==> src/rtl/uart_rx_mmio_pkg.sv <==
// Shared definitions for the memory-mapped UART receiver.
// MMIOStruct carries the cosim trace record shared with the other MMIO devices.
// kbd_pkg holds the register map, status bit positions and receiver state codes.
// Driver tests and the RTL both use kbd_pkg, so they always agree on the map.
package MMIOStruct;

  typedef struct packed {
    logic        store;
    logic [63:0] addr;
    logic [7:0]  len;
    logic [63:0] val;
  } MMIOPack;

endpackage

package kbd_pkg;

  // Base byte address of the keyboard/serial-input device (DATA register).
  localparam logic [63:0] KBD_BASE     = 64'h0000_0000_1000_0100;

  // Register offsets from the base address.
  localparam logic [63:0] KBD_DATA_OFS = 64'd0;
  localparam logic [63:0] KBD_STAT_OFS = 64'd8;

  // STAT register bit positions.
  localparam int STAT_NONEMPTY_BIT  = 0;
  localparam int STAT_FULL_BIT      = 1;
  localparam int STAT_OVERRUN_BIT   = 2;
  localparam int STAT_FRAME_ERR_BIT = 3;
  localparam int STAT_COUNT_LSB     = 8;

  // DATA register: bit 8 flags that the low byte holds a received character.
  localparam int DATA_VALID_BIT = 8;

  // Receiver frame-sampler states.
  localparam logic [1:0] RX_IDLE  = 2'd0;
  localparam logic [1:0] RX_START = 2'd1;
  localparam logic [1:0] RX_DATA  = 2'd2;
  localparam logic [1:0] RX_STOP  = 2'd3;

  // Format the STAT register word from its individual fields.
  function automatic logic [63:0] stat_word(input logic [7:0] count,
                                            input logic       frame_err,
                                            input logic       overrun,
                                            input logic       full,
                                            input logic       nonempty);
    logic [63:0] w;
    w = 64'd0;
    w[STAT_COUNT_LSB +: 8]   = count;
    w[STAT_FRAME_ERR_BIT]    = frame_err;
    w[STAT_OVERRUN_BIT]      = overrun;
    w[STAT_FULL_BIT]         = full;
    w[STAT_NONEMPTY_BIT]     = nonempty;
    return w;
  endfunction

  // Format the DATA register word; an empty FIFO reads as all zeros.
  function automatic logic [63:0] data_word(input logic       nonempty,
                                            input logic [7:0] head);
    logic [63:0] w;
    w = 64'd0;
    if (nonempty) begin
      w[DATA_VALID_BIT] = 1'b1;
      w[7:0]            = head;
    end else begin
      w = 64'd0;
    end
    return w;
  endfunction

endpackage

==> src/rtl/uart_rx_mmio_sync_fifo.sv <==
// Small synchronous FIFO holding received bytes.
// A push while full is still accepted when a pop happens in the same cycle,
// because the pop frees the slot the push lands in. Status outputs are flops.
module sync_fifo #(
  parameter int DEPTH = 8,
  parameter int WIDTH = 8
) (
  input  logic                       clk,
  input  logic                       rstn,
  input  logic                       push,
  input  logic                       pop,
  input  logic [WIDTH-1:0]           wdata,
  output logic [WIDTH-1:0]           rdata,
  output logic                       full,
  output logic                       nonempty,
  output logic [$clog2(DEPTH):0]     count
);

  localparam int AW = $clog2(DEPTH);
  localparam int CW = AW + 1;

  logic [WIDTH-1:0] mem [DEPTH];
  logic [AW-1:0]    rd_ptr;
  logic [AW-1:0]    wr_ptr;
  logic             do_push;
  logic             do_pop;

  assign do_pop  = pop & nonempty;
  assign do_push = push & (~full | do_pop);
  assign rdata   = mem[rd_ptr];

  // Track read/write pointers, occupancy and the registered full/nonempty flags.
  always_ff @(posedge clk) begin
    if (!rstn) begin
      rd_ptr   <= '0;
      wr_ptr   <= '0;
      count    <= '0;
      full     <= 1'b0;
      nonempty <= 1'b0;
    end else begin
      if (do_push) begin
        wr_ptr <= wr_ptr + AW'(1);
      end
      if (do_pop) begin
        rd_ptr <= rd_ptr + AW'(1);
      end
      case ({do_push, do_pop})
        2'b10: begin
          count    <= count + CW'(1);
          nonempty <= 1'b1;
          full     <= (count == CW'(DEPTH - 1));
        end
        2'b01: begin
          count    <= count - CW'(1);
          nonempty <= (count != CW'(1));
          full     <= 1'b0;
        end
        default: begin
          count <= count;
        end
      endcase
    end
  end

  // Write the incoming byte into the tail slot; storage needs no reset.
  always_ff @(posedge clk) begin
    if (do_push) begin
      mem[wr_ptr] <= wdata;
    end
  end

endmodule

==> src/rtl/uart_rx_mmio.sv <==
// Memory-mapped serial input device: receives 8N1 UART frames on rx_i into a
// small FIFO; the CPU polls STAT and pops bytes by reading DATA.
module uart_rx_mmio
  import kbd_pkg::*;
#(
  parameter logic [63:0] BASE_ADDR    = KBD_BASE,
  parameter int          CLKS_PER_BIT = 868,
  parameter int          FIFO_DEPTH   = 8
) (
  input  logic                 clk,
  input  logic                 rstn,
  input  logic [63:0]          address_i,
  input  logic [63:0]          indata_i,
  input  logic                 wen_i,
  input  logic                 ren_i,
  input  logic [7:0]           mask_i,
  input  logic                 rx_i,
  output logic                 valid_o,
  output logic [63:0]          outdata_o,
  output MMIOStruct::MMIOPack  cosim_mmio,
  output logic                 irq_o
);

  localparam int CNT_W = $clog2(CLKS_PER_BIT);
  localparam int FCW   = $clog2(FIFO_DEPTH) + 1;
  localparam logic [CNT_W-1:0] HALF_RELOAD = CNT_W'(CLKS_PER_BIT / 2 - 1);
  localparam logic [CNT_W-1:0] BIT_RELOAD  = CNT_W'(CLKS_PER_BIT - 1);
  localparam logic [63:0]      DATA_ADDR   = BASE_ADDR + KBD_DATA_OFS;
  localparam logic [63:0]      STAT_ADDR   = BASE_ADDR + KBD_STAT_OFS;

  logic             rx_meta;
  logic             rx_s;
  logic [1:0]       state;
  logic [CNT_W-1:0] cnt;
  logic [2:0]       idx;
  logic [7:0]       sh;
  logic             stop_tick;
  logic             rx_push;
  logic             rx_ferr;

  logic             overrun;
  logic             frame_err;
  logic             overrun_set;
  logic             rd_data;
  logic             rd_stat;
  logic             wr_stat;
  logic             pop;
  logic [63:0]      rdata;

  logic [7:0]       head;
  logic             full;
  logic             nonempty;
  logic [FCW-1:0]   fifo_count;
  logic             unused_bits;

  // Two-flop synchroniser for the asynchronous pin; both stages idle high.
  always_ff @(posedge clk) begin
    if (!rstn) begin
      rx_meta <= 1'b1;
      rx_s    <= 1'b1;
    end else begin
      rx_meta <= rx_i;
      rx_s    <= rx_meta;
    end
  end

  // Frame sampler: find the start edge, sample each bit at its centre.
  always_ff @(posedge clk) begin
    if (!rstn) begin
      state <= RX_IDLE;
      cnt   <= '0;
      idx   <= 3'd0;
      sh    <= 8'd0;
    end else begin
      case (state)
        RX_IDLE: begin
          if (!rx_s) begin
            state <= RX_START;
            cnt   <= HALF_RELOAD;
          end
        end
        RX_START: begin
          if (cnt == '0) begin
            if (!rx_s) begin
              state <= RX_DATA;
              cnt   <= BIT_RELOAD;
              idx   <= 3'd0;
            end else begin
              // Start bit did not last to its midpoint: treat as a glitch.
              state <= RX_IDLE;
            end
          end else begin
            cnt <= cnt - CNT_W'(1);
          end
        end
        RX_DATA: begin
          if (cnt == '0) begin
            sh[idx] <= rx_s;
            cnt     <= BIT_RELOAD;
            if (idx == 3'd7) begin
              state <= RX_STOP;
            end else begin
              idx <= idx + 3'd1;
            end
          end else begin
            cnt <= cnt - CNT_W'(1);
          end
        end
        RX_STOP: begin
          if (cnt == '0) begin
            state <= RX_IDLE;
          end else begin
            cnt <= cnt - CNT_W'(1);
          end
        end
        default: begin
          state <= RX_IDLE;
        end
      endcase
    end
  end

  assign stop_tick = (state == RX_STOP) && (cnt == '0);
  assign rx_push   = stop_tick & rx_s;
  assign rx_ferr   = stop_tick & ~rx_s;

  assign rd_data     = ren_i && (address_i == DATA_ADDR);
  assign rd_stat     = ren_i && (address_i == STAT_ADDR);
  assign wr_stat     = wen_i && mask_i[0] && (address_i == STAT_ADDR);
  assign pop         = rd_data & nonempty;
  assign overrun_set = rx_push & full & ~pop;

  sync_fifo #(
    .DEPTH (FIFO_DEPTH),
    .WIDTH (8)
  ) u_fifo (
    .clk      (clk),
    .rstn     (rstn),
    .push     (rx_push),
    .pop      (pop),
    .wdata    (sh),
    .rdata    (head),
    .full     (full),
    .nonempty (nonempty),
    .count    (fifo_count)
  );

  // Sticky error flags: write-one-to-clear, a same-cycle set beats the clear.
  always_ff @(posedge clk) begin
    if (!rstn) begin
      overrun   <= 1'b0;
      frame_err <= 1'b0;
    end else begin
      overrun   <= overrun_set |
                   (overrun & ~(wr_stat & indata_i[STAT_OVERRUN_BIT]));
      frame_err <= rx_ferr |
                   (frame_err & ~(wr_stat & indata_i[STAT_FRAME_ERR_BIT]));
    end
  end

  // Read map; anything other than a read of DATA or STAT returns zero.
  always_comb begin
    rdata = 64'd0;
    if (rd_data) begin
      rdata = data_word(nonempty, head);
    end else if (rd_stat) begin
      rdata = stat_word(8'(fifo_count), frame_err, overrun, full, nonempty);
    end else begin
      rdata = 64'd0;
    end
  end

  assign outdata_o        = rdata;
  assign valid_o          = 1'b1;
  assign irq_o            = nonempty;

  assign cosim_mmio.store = wen_i;
  assign cosim_mmio.addr  = address_i;
  assign cosim_mmio.len   = 8'd8;
  assign cosim_mmio.val   = wen_i ? indata_i : rdata;

  // Only the flag-clear bits of a STAT write and mask bit 0 matter here.
  assign unused_bits = ^{mask_i[7:1], indata_i[63:4], indata_i[1:0]};

endmodule

==> config.mk <==
export PLATFORM = sky130hd
export DESIGN_NAME = uart_rx_mmio
export DESIGN_NICKNAME = d
export VERILOG_FILES = /design/src/rtl/uart_rx_mmio_pkg.sv /design/src/rtl/uart_rx_mmio_sync_fifo.sv /design/src/rtl/uart_rx_mmio.sv
export SDC_FILE = /design/constraint.sdc
export NUM_CORES = 1
export LEC_CHECK = 0
export BUFFER_PORTS_ARGS = -buffer_cell sky130_fd_sc_hd__buf_2
export CORE_AREA = 2 2 132 134
export CTS_CLUSTER_DIAMETER = 80
export DETAILED_ROUTE_END_ITERATION = 10
export DIE_AREA = 0 0 134 136
export PLACE_DENSITY_LB_ADDON = 0.2
export RECOVER_POWER = 50
export SETUP_SLACK_MARGIN = 0.1
export SKIP_CTS_REPAIR_TIMING = 1
export SLEW_MARGIN = 30
export SYNTH_ARGS = -nofsm -noshare
export SYNTH_HDL_FRONTEND = slang
export SYNTH_SLANG_ARGS = --single-unit
==> constraint.sdc <==
create_clock -name clk -period 4.2 [get_ports clk]
set_input_delay 0.42 -clock clk [delete_from_list [all_inputs] [get_ports clk]]
set_output_delay 0.42 -clock clk [all_outputs]
set_load 0.01 [all_outputs]
==> impl_metrics.env, run 1 <==
export IMPL_cp_arrival_ns=3.01
export IMPL_clock_path_buffers=2
export IMPL_cp_buffers_inverters=3
export IMPL_hpwl_um=17900
export IMPL_required_ns=3.78
export IMPL_cts_tree="yes"
export IMPL_firstDrtPassIters=5
export IMPL_clkTransAtPathRegs_ns=0.07
export IMPL_worstReg2RegStart="cnt[0]"
export IMPL_drtAntennaViolNets=0
export IMPL_cp_slowest_stage_delay_ns=1.34
export IMPL_route_detailed_drc=0
export IMPL_cts_made_buffers=9
export IMPL_cp_startpoint="wen_i"
export IMPL_wl_per_cell_um=20.2
export IMPL_max_freq_ghz=0.292
export IMPL_ys_warn_count=0
export IMPL_stdcell_area_mm2=0.00776
export IMPL_hold_worst_slack_ns=0.258
export IMPL_grt_pass1_vias=4966
export IMPL_syn_area_mm2=0.00663
export IMPL_cp_common_cell="clkbuf_1"
export IMPL_rsz0062_at_grt="no"
export IMPL_worstSetupPathType="in -> out"
export IMPL_crit_family="buffers and inverters"
export IMPL_h_tree_depth=3
export IMPL_p_leak_nw=3.18
export IMPL_viasPerCell=5.05
export IMPL_start_kind="input port"
export IMPL_cp_end_kind="output pin"
export IMPL_grt_max_degree=59
export IMPL_synth_top_cell_area_share=0.290
export IMPL_syn_area_per_cell_um2=10.4
export IMPL_grt_overflow_total=0
export IMPL_die_y_um=136
export IMPL_slowest_stage="clkbuf_1"
export IMPL_fillers=1663
export IMPL_cts_sinks=106
export IMPL_fp_row_count=48
export IMPL_worstHoldStart="rx_i"
export IMPL_grt_pass1_wl_um=31200
export IMPL_routabilityCongestion=0.924
export IMPL_dieWidth_um=134
export IMPL_synthTopCellsByArea="edfxtp_1 (29%), buf_4 (14%), dfxtp_1 (13%)"
export IMPL_drt_initial_drc_count=377
export IMPL_track_usage=0.233
export IMPL_yosys_area_top_type="edfxtp_1"
export IMPL_synth_commonest_cells="buf_4 (126), edfxtp_1 (64), and2_1 (58)"
export IMPL_clock_root_buffer="clkbuf_16"
export IMPL_violations="max-capacitance violations, max-slew violations"
export IMPL_cp_max_fo=58
export IMPL_fin_skew_ns=0.00701
export IMPL_dieArea_mm2=0.0182
export IMPL_fin_setup_tns_ns=0
export IMPL_power_mw=2.82
export IMPL_outcome="finished with violations"
export IMPL_setup_viol=0
export IMPL_synthDistinctLibCells=63
export IMPL_slew_headroom=-0.182
export IMPL_drv_cap=1
export IMPL_yosysSeqAreaShare=0.417
export IMPL_path_cells="clkbuf_1 > clkbuf_1 > o31ai_1 > buf_2"
export IMPL_yosys_most_used_dff="edfxtp_1"
export IMPL_area_growth_pct=16.9
export IMPL_antenna_found_initial=5
export IMPL_peakVddDrop_v=0.000268
export IMPL_synth_most_common_cell="buf_4"
export IMPL_vias=5447
export IMPL_hold_viol_final=0
export IMPL_ys_seq_elements=106
export IMPL_placed_area_mm2=0.00756
export IMPL_drive_gt1_frac=0.306
export IMPL_io_buffers=275
export IMPL_synthCells=640
export IMPL_worstMarginPinSlew_ns=1.77
export IMPL_p_per_area_mw_per_mm2=364
export IMPL_ioPinCount=344
export IMPL_period_share=0.816
export IMPL_final_net_count=1002
export IMPL_hp_class="in -> reg"
export IMPL_clk_latency_ns=0.34
export IMPL_final_util=0.460
export IMPL_async_reset_ff_frac=0
export IMPL_slew_viol_final=59
export IMPL_initial_core_util=0.393
export IMPL_ff2ff_setup_slack_ns=0.92
export IMPL_wl_um=21800
export IMPL_synth_edf_count=64
export IMPL_core_mm2=0.0169
export IMPL_layout_min_cycle_time_ns=3.43
routing by layer:
metal / wire [µm] / part of all wire / vias up / track usage
met5: 0 / 0 / - / 0
met4: 331 / 0.015 / 0 / 0.0650
met3: 1620 / 0.074 / 20 / 0.0418
met2: 10000 / 0.46 / 213 / 0.372
met1: 9800 / 0.45 / 2662 / 0.325
li1: - / - / 2552 / -
stage by stage:
stage	setup slack (ns)	instances
after global placement	0.997	1059
after global routing	0.383	1077
after floorplan	0.879	699
final	0.772	1078
after CTS	0.981	1075
after detailed placement	0.972	1059
worst paths after layout:
kind / endpoint / depth (start not counted)
setup / recovery: cosim_mmio[0] / 4
hold / removal: rx_meta / 2
hold reg to reg: rx_s / 1
setup reg to reg: u_fifo.count[3] / 11
cells by family after synthesis:
logic type,synth area share
adders and majority gates,0.0302
other,0.00113
AOI/OAI and AO/OA,0.0939
muxes,0.0921
buffers and inverters,0.171
xor gates and xnor gates,0.00396
DFF,0.417
and+or+nand+nor,0.191
layout make-up:
| type | count | area [µm²] | area share |
|---|---|---|---|
| multi-input cells | 420 | 2960 | 0.382 |
| flip-flops and latches | 106 | 2760 | 0.356 |
| repair buffers | 289 | 1380 | 0.178 |
| well taps | 225 | 282 | 0.0363 |
| clock buffers | 9 | 225 | 0.0290 |
| inverters | 19 | 71.3 | 0.00920 |
| clock inverters | 7 | 68.8 | 0.00887 |
| diodes | 3 | 7.51 | 0.000968 |
worst register-to-register path, delay by kind of cell (launching register included):
kind,cells,cell delay [ns]
buffers and inverters,1,0.10
AO/OA/AOI/OAI,2,0.49
XOR/XNOR,1,0.13
adder cells (fa/ha/maj),2,0.42
flip-flops,1,0.37
AND/OR/NAND/NOR,5,1.65
registers in the layout (all words and copies together) (netlist names), named ones only:
name,flops
state,1
u_fifo.count,4
frame_err,1
sh,8
cnt,10
u_fifo.wr_ptr,3
u_fifo.mem,64
u_fifo.rd_ptr,3
rx_s,1
idx,3
u_fifo.nonempty,1
u_fifo.full,1
rx_meta,1
overrun,1
cells in the final DEF (no fill, tap or decap), types with 5 or more instances in the layout:
| cell | netlist | routed |
|---|---|---|
| edfxtp_1 | 64 | 64 |
| buf_2 | 4 | 195 |
| nor2_1 | 35 | 35 |
| a21oi_1 | 20 | 20 |
| a2111oi_1 | 4 | 8 |
| and2_0 | 0 | 5 |
| nand2b_1 | 8 | 8 |
| clkbuf_1 | 21 | 81 |
| nand4_1 | 10 | 10 |
| clkbuf_16 | 0 | 9 |
| inv_1 | 18 | 18 |
| nand3_1 | 9 | 9 |
| dfxtp_1 | 42 | 42 |
| nand2_1 | 33 | 33 |
| ha_1 | 16 | 16 |
| nor3_1 | 6 | 6 |
| a31oi_1 | 5 | 5 |
| nor4b_1 | 6 | 6 |
| a211oi_1 | 6 | 6 |
| buf_4 | 126 | 13 |
| or3_1 | 5 | 5 |
| o21ai_0 | 10 | 10 |
| and2_1 | 58 | 53 |
| o31ai_1 | 8 | 8 |
| o21a_1 | 5 | 5 |
| nor4_1 | 11 | 11 |
| mux2i_1 | 25 | 25 |
| conb_1 | 2 | 61 |
| mux4_2 | 16 | 16 |
power breakdown:
part / internal, mW / leakage, nW / switching (mW)
sequential: 1.14 / 0.933 / 0.0631
combinational: 0.297 / 2.11 / 0.504
clock: 0.419 / 0.143 / 0.401
Power figures use the tool's default switching activity.
==> inputs of run 2 (changes only) <==
==> constraint.sdc (replaced) <==
create_clock -name clk -period 3.25 [get_ports clk]
set_input_delay 0.325 -clock clk [delete_from_list [all_inputs] [get_ports clk]]
set_output_delay 0.325 -clock clk [all_outputs]
set_load 0.01 [all_outputs]
==> impl_metrics.env, run 2 (same netlist as run 1, synthesis figures left out) <==
export IMPL_worstRegToRegCells=11
export IMPL_dieWidth_um=134
export IMPL_clock_path_buffers=2
export IMPL_met1_length_um=9270
export IMPL_period_share=0.876
export IMPL_wl_per_cell_um=20.2
export IMPL_ff2ff_setup_slack_ns=0.47
export IMPL_layout_common_cells="buf_2 (189), clkbuf_1 (86), edfxtp_1 (64)"
export IMPL_track_usage=0.232
export IMPL_fp_row_count=48
export IMPL_slew_viol_final=0
export IMPL_fin_skew_ns=0.00932
export IMPL_cp_end_kind="output pin"
export IMPL_clkTransAtPathRegs_ns=0.07
export IMPL_outcome="finished, final reports clean"
export IMPL_power_mw=3.64
export IMPL_dr_wl_met2_um=10000
export IMPL_whs_path_depth=2
export IMPL_routabilityCongestion=0.962
export IMPL_drt_initial_drc_count=316
export IMPL_peakVddDrop_v=0.000382
export IMPL_drtAntennaViolNets=0
export IMPL_firstDrtPassIters=5
export IMPL_start_kind="input port"
export IMPL_dp_slack_ns=0.299
export IMPL_clk_latency_ns=0.35
export IMPL_antenna_found_initial=10
export IMPL_io_buffers=275
export IMPL_largest_register="u_fifo.mem"
export IMPL_largest_reg_flops=64
export IMPL_top_layer="met5"
export IMPL_final_net_count=1006
export IMPL_cp_max_fo=8
export IMPL_cts_made_buffers=9
export IMPL_r2r_end="u_fifo.count[3]"
export IMPL_route_detailed_drc=0
export IMPL_hold_viol_final=0
export IMPL_h_tree_depth=3
export IMPL_routed_wl_met3_um=2060
export IMPL_setup_viol=0
export IMPL_rsz0062_at_grt="no"
export IMPL_ioPinCount=344
export IMPL_layout_min_cycle_time_ns=2.85
export IMPL_wl_um=21900
export IMPL_worstMarginPinSlew_ns=1.26
export IMPL_p_leak_nw=3.18
export IMPL_hpwl_um=17800
export IMPL_drive_gt1_frac=0.303
export IMPL_vias=5423
export IMPL_largest_registers="u_fifo.mem (64), cnt (10), sh (8)"
export IMPL_die_y_um=136
export IMPL_cts_tree="yes"
export IMPL_worstHoldStart="rx_i"
export IMPL_grt_pass1_vias=4943
export IMPL_p_per_area_mw_per_mm2=468
export IMPL_grt_pass1_wl_um=30800
export IMPL_initial_core_util=0.393
export IMPL_slew_headroom=0.161
export IMPL_setup_ws_ns=0.403
export IMPL_core_mm2=0.0169
export IMPL_hp_class="in -> reg"
export IMPL_drv_cap=0
export IMPL_grt_overflow_total=0
export IMPL_worstSetupPathType="in -> out"
export IMPL_layout_commonest_cell="buf_2"
export IMPL_area_growth_pct=17.3
export IMPL_viasPerCell=5.00
export IMPL_worstReg2RegStart="cnt[0]"
export IMPL_clock_root_buffer="clkbuf_16"
export IMPL_required_ns=2.92
export IMPL_dieArea_mm2=0.0182
export IMPL_min_to="rx_meta"
export IMPL_max_freq_ghz=0.351
export IMPL_cts_sinks=106
export IMPL_grt_max_degree=81
export IMPL_final_util=0.461
export IMPL_cp_arrival_ns=2.52
-- run 2: cell count changes in the layout (fill, tap and decap cells not counted) --
cell,change
clkinv_8,-1
clkbuf_1,+5
clkinv_2,-1
buf_2,-6
buf_4,+5
diode_2,+3
clkbuf_2,+1
clkinv_4,+1
-- run 2: metrics by stage --
| step | std cells | instance area, µm² | setup TNS (ns) | hold slack, ns |
|---|---|---|---|---|
| 2_1_floorplan | 699 | 6850 | -2.26 | 0.386 |
| 3_3_place_gp | 1063 | 7590 | 0 | 0.403 |
| 3_5_place_dp | 1063 | 7590 | 0 | 0.407 |
| 4_1_cts | 1079 | 7880 | 0 | 0.154 |
| 5_1_grt | 1084 | 7780 | 0 | 0.169 |
| 6_report | 1085 | 7780 | 0 | 0.158 |
-- run 2: final cells by class --
cell class,instances,area (µm²)
Fill cell,1721,9090
Antenna cell,6,15.0
Clock inverter,6,56.3
Tap cell,225,282
Sequential cell,106,2760
Inverter,19,71.3
Clock buffer,10,229
Timing Repair Buffer,293,1410
Multi-Input combinational cell,420,2960
-- run 2: worst max-delay path, stage by stage --
cell and delay, ns:
buf_2 0.11, nor4_2 0.38, nand4_2 0.21, or3_1 0.55, or4_1 0.55, o311ai_1 0.17, buf_2 0.23
-- run 2: metal layers --
metal,GRT usage,up-vias
met1,0.303,2597
met5,0,-
met4,0.0952,2
met2,0.360,228
met3,0.0682,30
li1,-,2566
-- run 2: where the power goes --
| group | total [mW] | internal, mW | leakage (nW) | switching [mW] |
|---|---|---|---|---|
| clock network | 1.05 | 0.538 | 0.138 | 0.510 |
| logic | 1.04 | 0.399 | 2.11 | 0.646 |
| registers | 1.55 | 1.47 | 0.933 | 0.0776 |
| total | 3.64 | 2.41 | 3.18 | 1.23 |
-- run 2: worst max path at each step --
stage | startpoint | endpoint | slack [ns]
floorplan | cnt[0] | u_fifo.mem[0][0] | -0.07
global placement | address_i[54] | u_fifo.count[3] | 0.33
detailed placement | address_i[54] | u_fifo.count[3] | 0.30
CTS | address_i[39] | cosim_mmio[3] | 0.39
global route | cnt[1] | u_fifo.count[3] | 0.28
finish | address_i[39] | cosim_mmio[3] | 0.40
==> inputs of run 3 (changes only) <==
--- a/config.mk
+++ b/config.mk
@@ -6,10 +6,11 @@
 export NUM_CORES = 1
 export LEC_CHECK = 0
 export BUFFER_PORTS_ARGS = -buffer_cell sky130_fd_sc_hd__buf_2
-export CORE_AREA = 2 2 132 134
+export CELL_PAD_IN_SITES_DETAIL_PLACEMENT = 1
+export CELL_PAD_IN_SITES_GLOBAL_PLACEMENT = 2
+export CORE_UTILIZATION = 26
 export CTS_CLUSTER_DIAMETER = 80
 export DETAILED_ROUTE_END_ITERATION = 10
-export DIE_AREA = 0 0 134 136
 export PLACE_DENSITY_LB_ADDON = 0.2
 export RECOVER_POWER = 50
 export SETUP_SLACK_MARGIN = 0.1
==> impl_metrics.env, run 3 (same netlist as run 1, synthesis figures left out) <==
export IMPL_initial_core_util=0.264
export IMPL_h_tree_depth=3
export IMPL_largest_register="u_fifo.mem"
export IMPL_firstDrtPassIters=4
export IMPL_io_buffers=275
export IMPL_rsz0062_at_grt="no"
export IMPL_fp_row_count=58
export IMPL_cts_sinks=106
export IMPL_fin_skew_ns=0.00891
export IMPL_seq_area_mm2=0.00276
export IMPL_p_int_mw=2.55
export IMPL_dieArea_mm2=0.0262
export IMPL_route_detailed_drc=0
export IMPL_final_net_count=1008
export IMPL_largest_registers="u_fifo.mem (64), cnt (10), sh (8)"
export IMPL_layout_min_cycle_time_ns=2.90
export IMPL_worstReg2RegStart="cnt[0]"
export IMPL_period_share=0.892
export IMPL_cts_made_buffers=9
export IMPL_slew_headroom=-0.153
export IMPL_wl_um=22000
export IMPL_outcome="finished with violations"
export IMPL_stdcell_area_mm2=0.00795
export IMPL_drt_initial_drc_count=281
export IMPL_grt_pass1_wl_um=32700
export IMPL_drive_gt1_frac=0.314
export IMPL_grt_pass1_vias=5354
export IMPL_p_comb_frac=0.284
export IMPL_layout_commonest_cell="buf_2"
export IMPL_p_sw_mw=1.25
export IMPL_clkTransAtPathRegs_ns=0.07
export IMPL_worstHoldStart="rx_i"
export IMPL_grt_max_degree=47
export IMPL_final_util=0.317
export IMPL_die_y_um=162
export IMPL_ioPinCount=344
export IMPL_hold_worst_slack_ns=0.157
export IMPL_peakVddDrop_v=0.000323
export IMPL_routabilityCongestion=0.785
export IMPL_fillers=2998
export IMPL_cp_max_fo=8
export IMPL_seq_power_share=0.409
export IMPL_fin_setup_tns_ns=0
export IMPL_placed_area_mm2=0.00773
export IMPL_area_growth_pct=19.9
export IMPL_worstSetupPathType="in -> out"
export IMPL_multi_input_area_mm2=0.00296
export IMPL_antenna_found_initial=0
export IMPL_p_sw_frac=0.329
export IMPL_hpwl_um=18000
export IMPL_violations="max-capacitance violations, max-slew violations"
export IMPL_drv_cap=1
export IMPL_p_leak_nw=3.23
export IMPL_diodes=0
export IMPL_p_per_area_mw_per_mm2=479
export IMPL_core_mm2=0.0251
export IMPL_clock_root_buffer="clkbuf_16"
export IMPL_cp_arrival_ns=2.57
export IMPL_max_freq_ghz=0.345
export IMPL_worstMarginPinSlew_ns=1.73
export IMPL_cp_end_kind="output pin"
export IMPL_cts_tree="yes"
export IMPL_setup_viol=0
export IMPL_track_usage=0.164
export IMPL_clock_path_buffers=2
export IMPL_vias=5361
export IMPL_slew_viol_final=47
export IMPL_hp_class="in -> reg"
export IMPL_dieWidth_um=162
export IMPL_hold_viol_final=0
export IMPL_largest_reg_flops=64
export IMPL_wl_per_cell_um=18.5
export IMPL_drtAntennaViolNets=0
export IMPL_viasPerCell=4.52
export IMPL_start_kind="input port"
export IMPL_clk_latency_ns=0.35
export IMPL_layout_common_cells="buf_2 (198), clkbuf_1 (77), edfxtp_1 (64)"
export IMPL_required_ns=2.92
export IMPL_cp_startpoint="address_i[39]"
export IMPL_clkPwrFrac=0.307
export IMPL_grt_overflow_total=0
[run 3: cell types whose count changed in the layout (fill, tap and decap cells not counted), moves of 2 or more]
cell	delta
buf_2	+9
clkbuf_1	-9
and2_0	+8
and2_1	-8
diode_2	-6
bufinv_16	+2
clkinv_2	+2
inv_6	-2
inv_8	-2
[run 3: final cells by class]
| class | instances | share of cell area |
|---|---|---|
| clock buffer | 9 | 0.0283 |
| tap | 330 | 0.0519 |
| multi-input combinational | 420 | 0.372 |
| timing repair buffer | 295 | 0.179 |
| clock inverter | 7 | 0.0118 |
| inverter | 19 | 0.00897 |
| sequential | 106 | 0.347 |
[run 3: power groups by stage]
stage,Combinational (mW),Clock (mW),Sequential (mW)
final,1.08,1.17,1.56
after global routing,1.21,1.25,1.57
after CTS,1.10,1.20,1.56
after detailed placement,1.10,0,1.59
after global placement,1.07,0,1.58
after floorplan,0.802,0,1.56
[run 3: final timing paths]
path / slack (ns) / to / cells past startpoint
setup / recovery: 0.35 / cosim_mmio[1] / 7
hold reg to reg: 0.42 / rx_s / 1
setup reg to reg: 0.46 / u_fifo.count[3] / 11
hold / removal: 0.16 / rx_meta / 2
[run 3: through the flow]
step | std cells | worst slack, ns | total power, mW
floorplan | 699 | -0.0708 | 2.36
global placement | 1170 | 0.289 | 2.65
detailed placement | 1170 | 0.250 | 2.68
CTS | 1186 | 0.327 | 3.86
global route | 1186 | 0.0915 | 4.03
finish | 1186 | 0.351 | 3.81
[run 3: critical path: stages]
cell and delay, ns:
buf_2 0.11, nor4_2 0.44, nand4_2 0.22, or3_1 0.56, or4_1 0.55, o311ai_1 0.14
buf_2 0.22
[run 3: routing by layer]
metal,wire (µm),track usage,part of all wire
met1,9330,0.205,0.42
met5,0,0,0
met4,145,0.0266,0.0066
met3,1010,0.0304,0.046
met2,11500,0.297,0.52
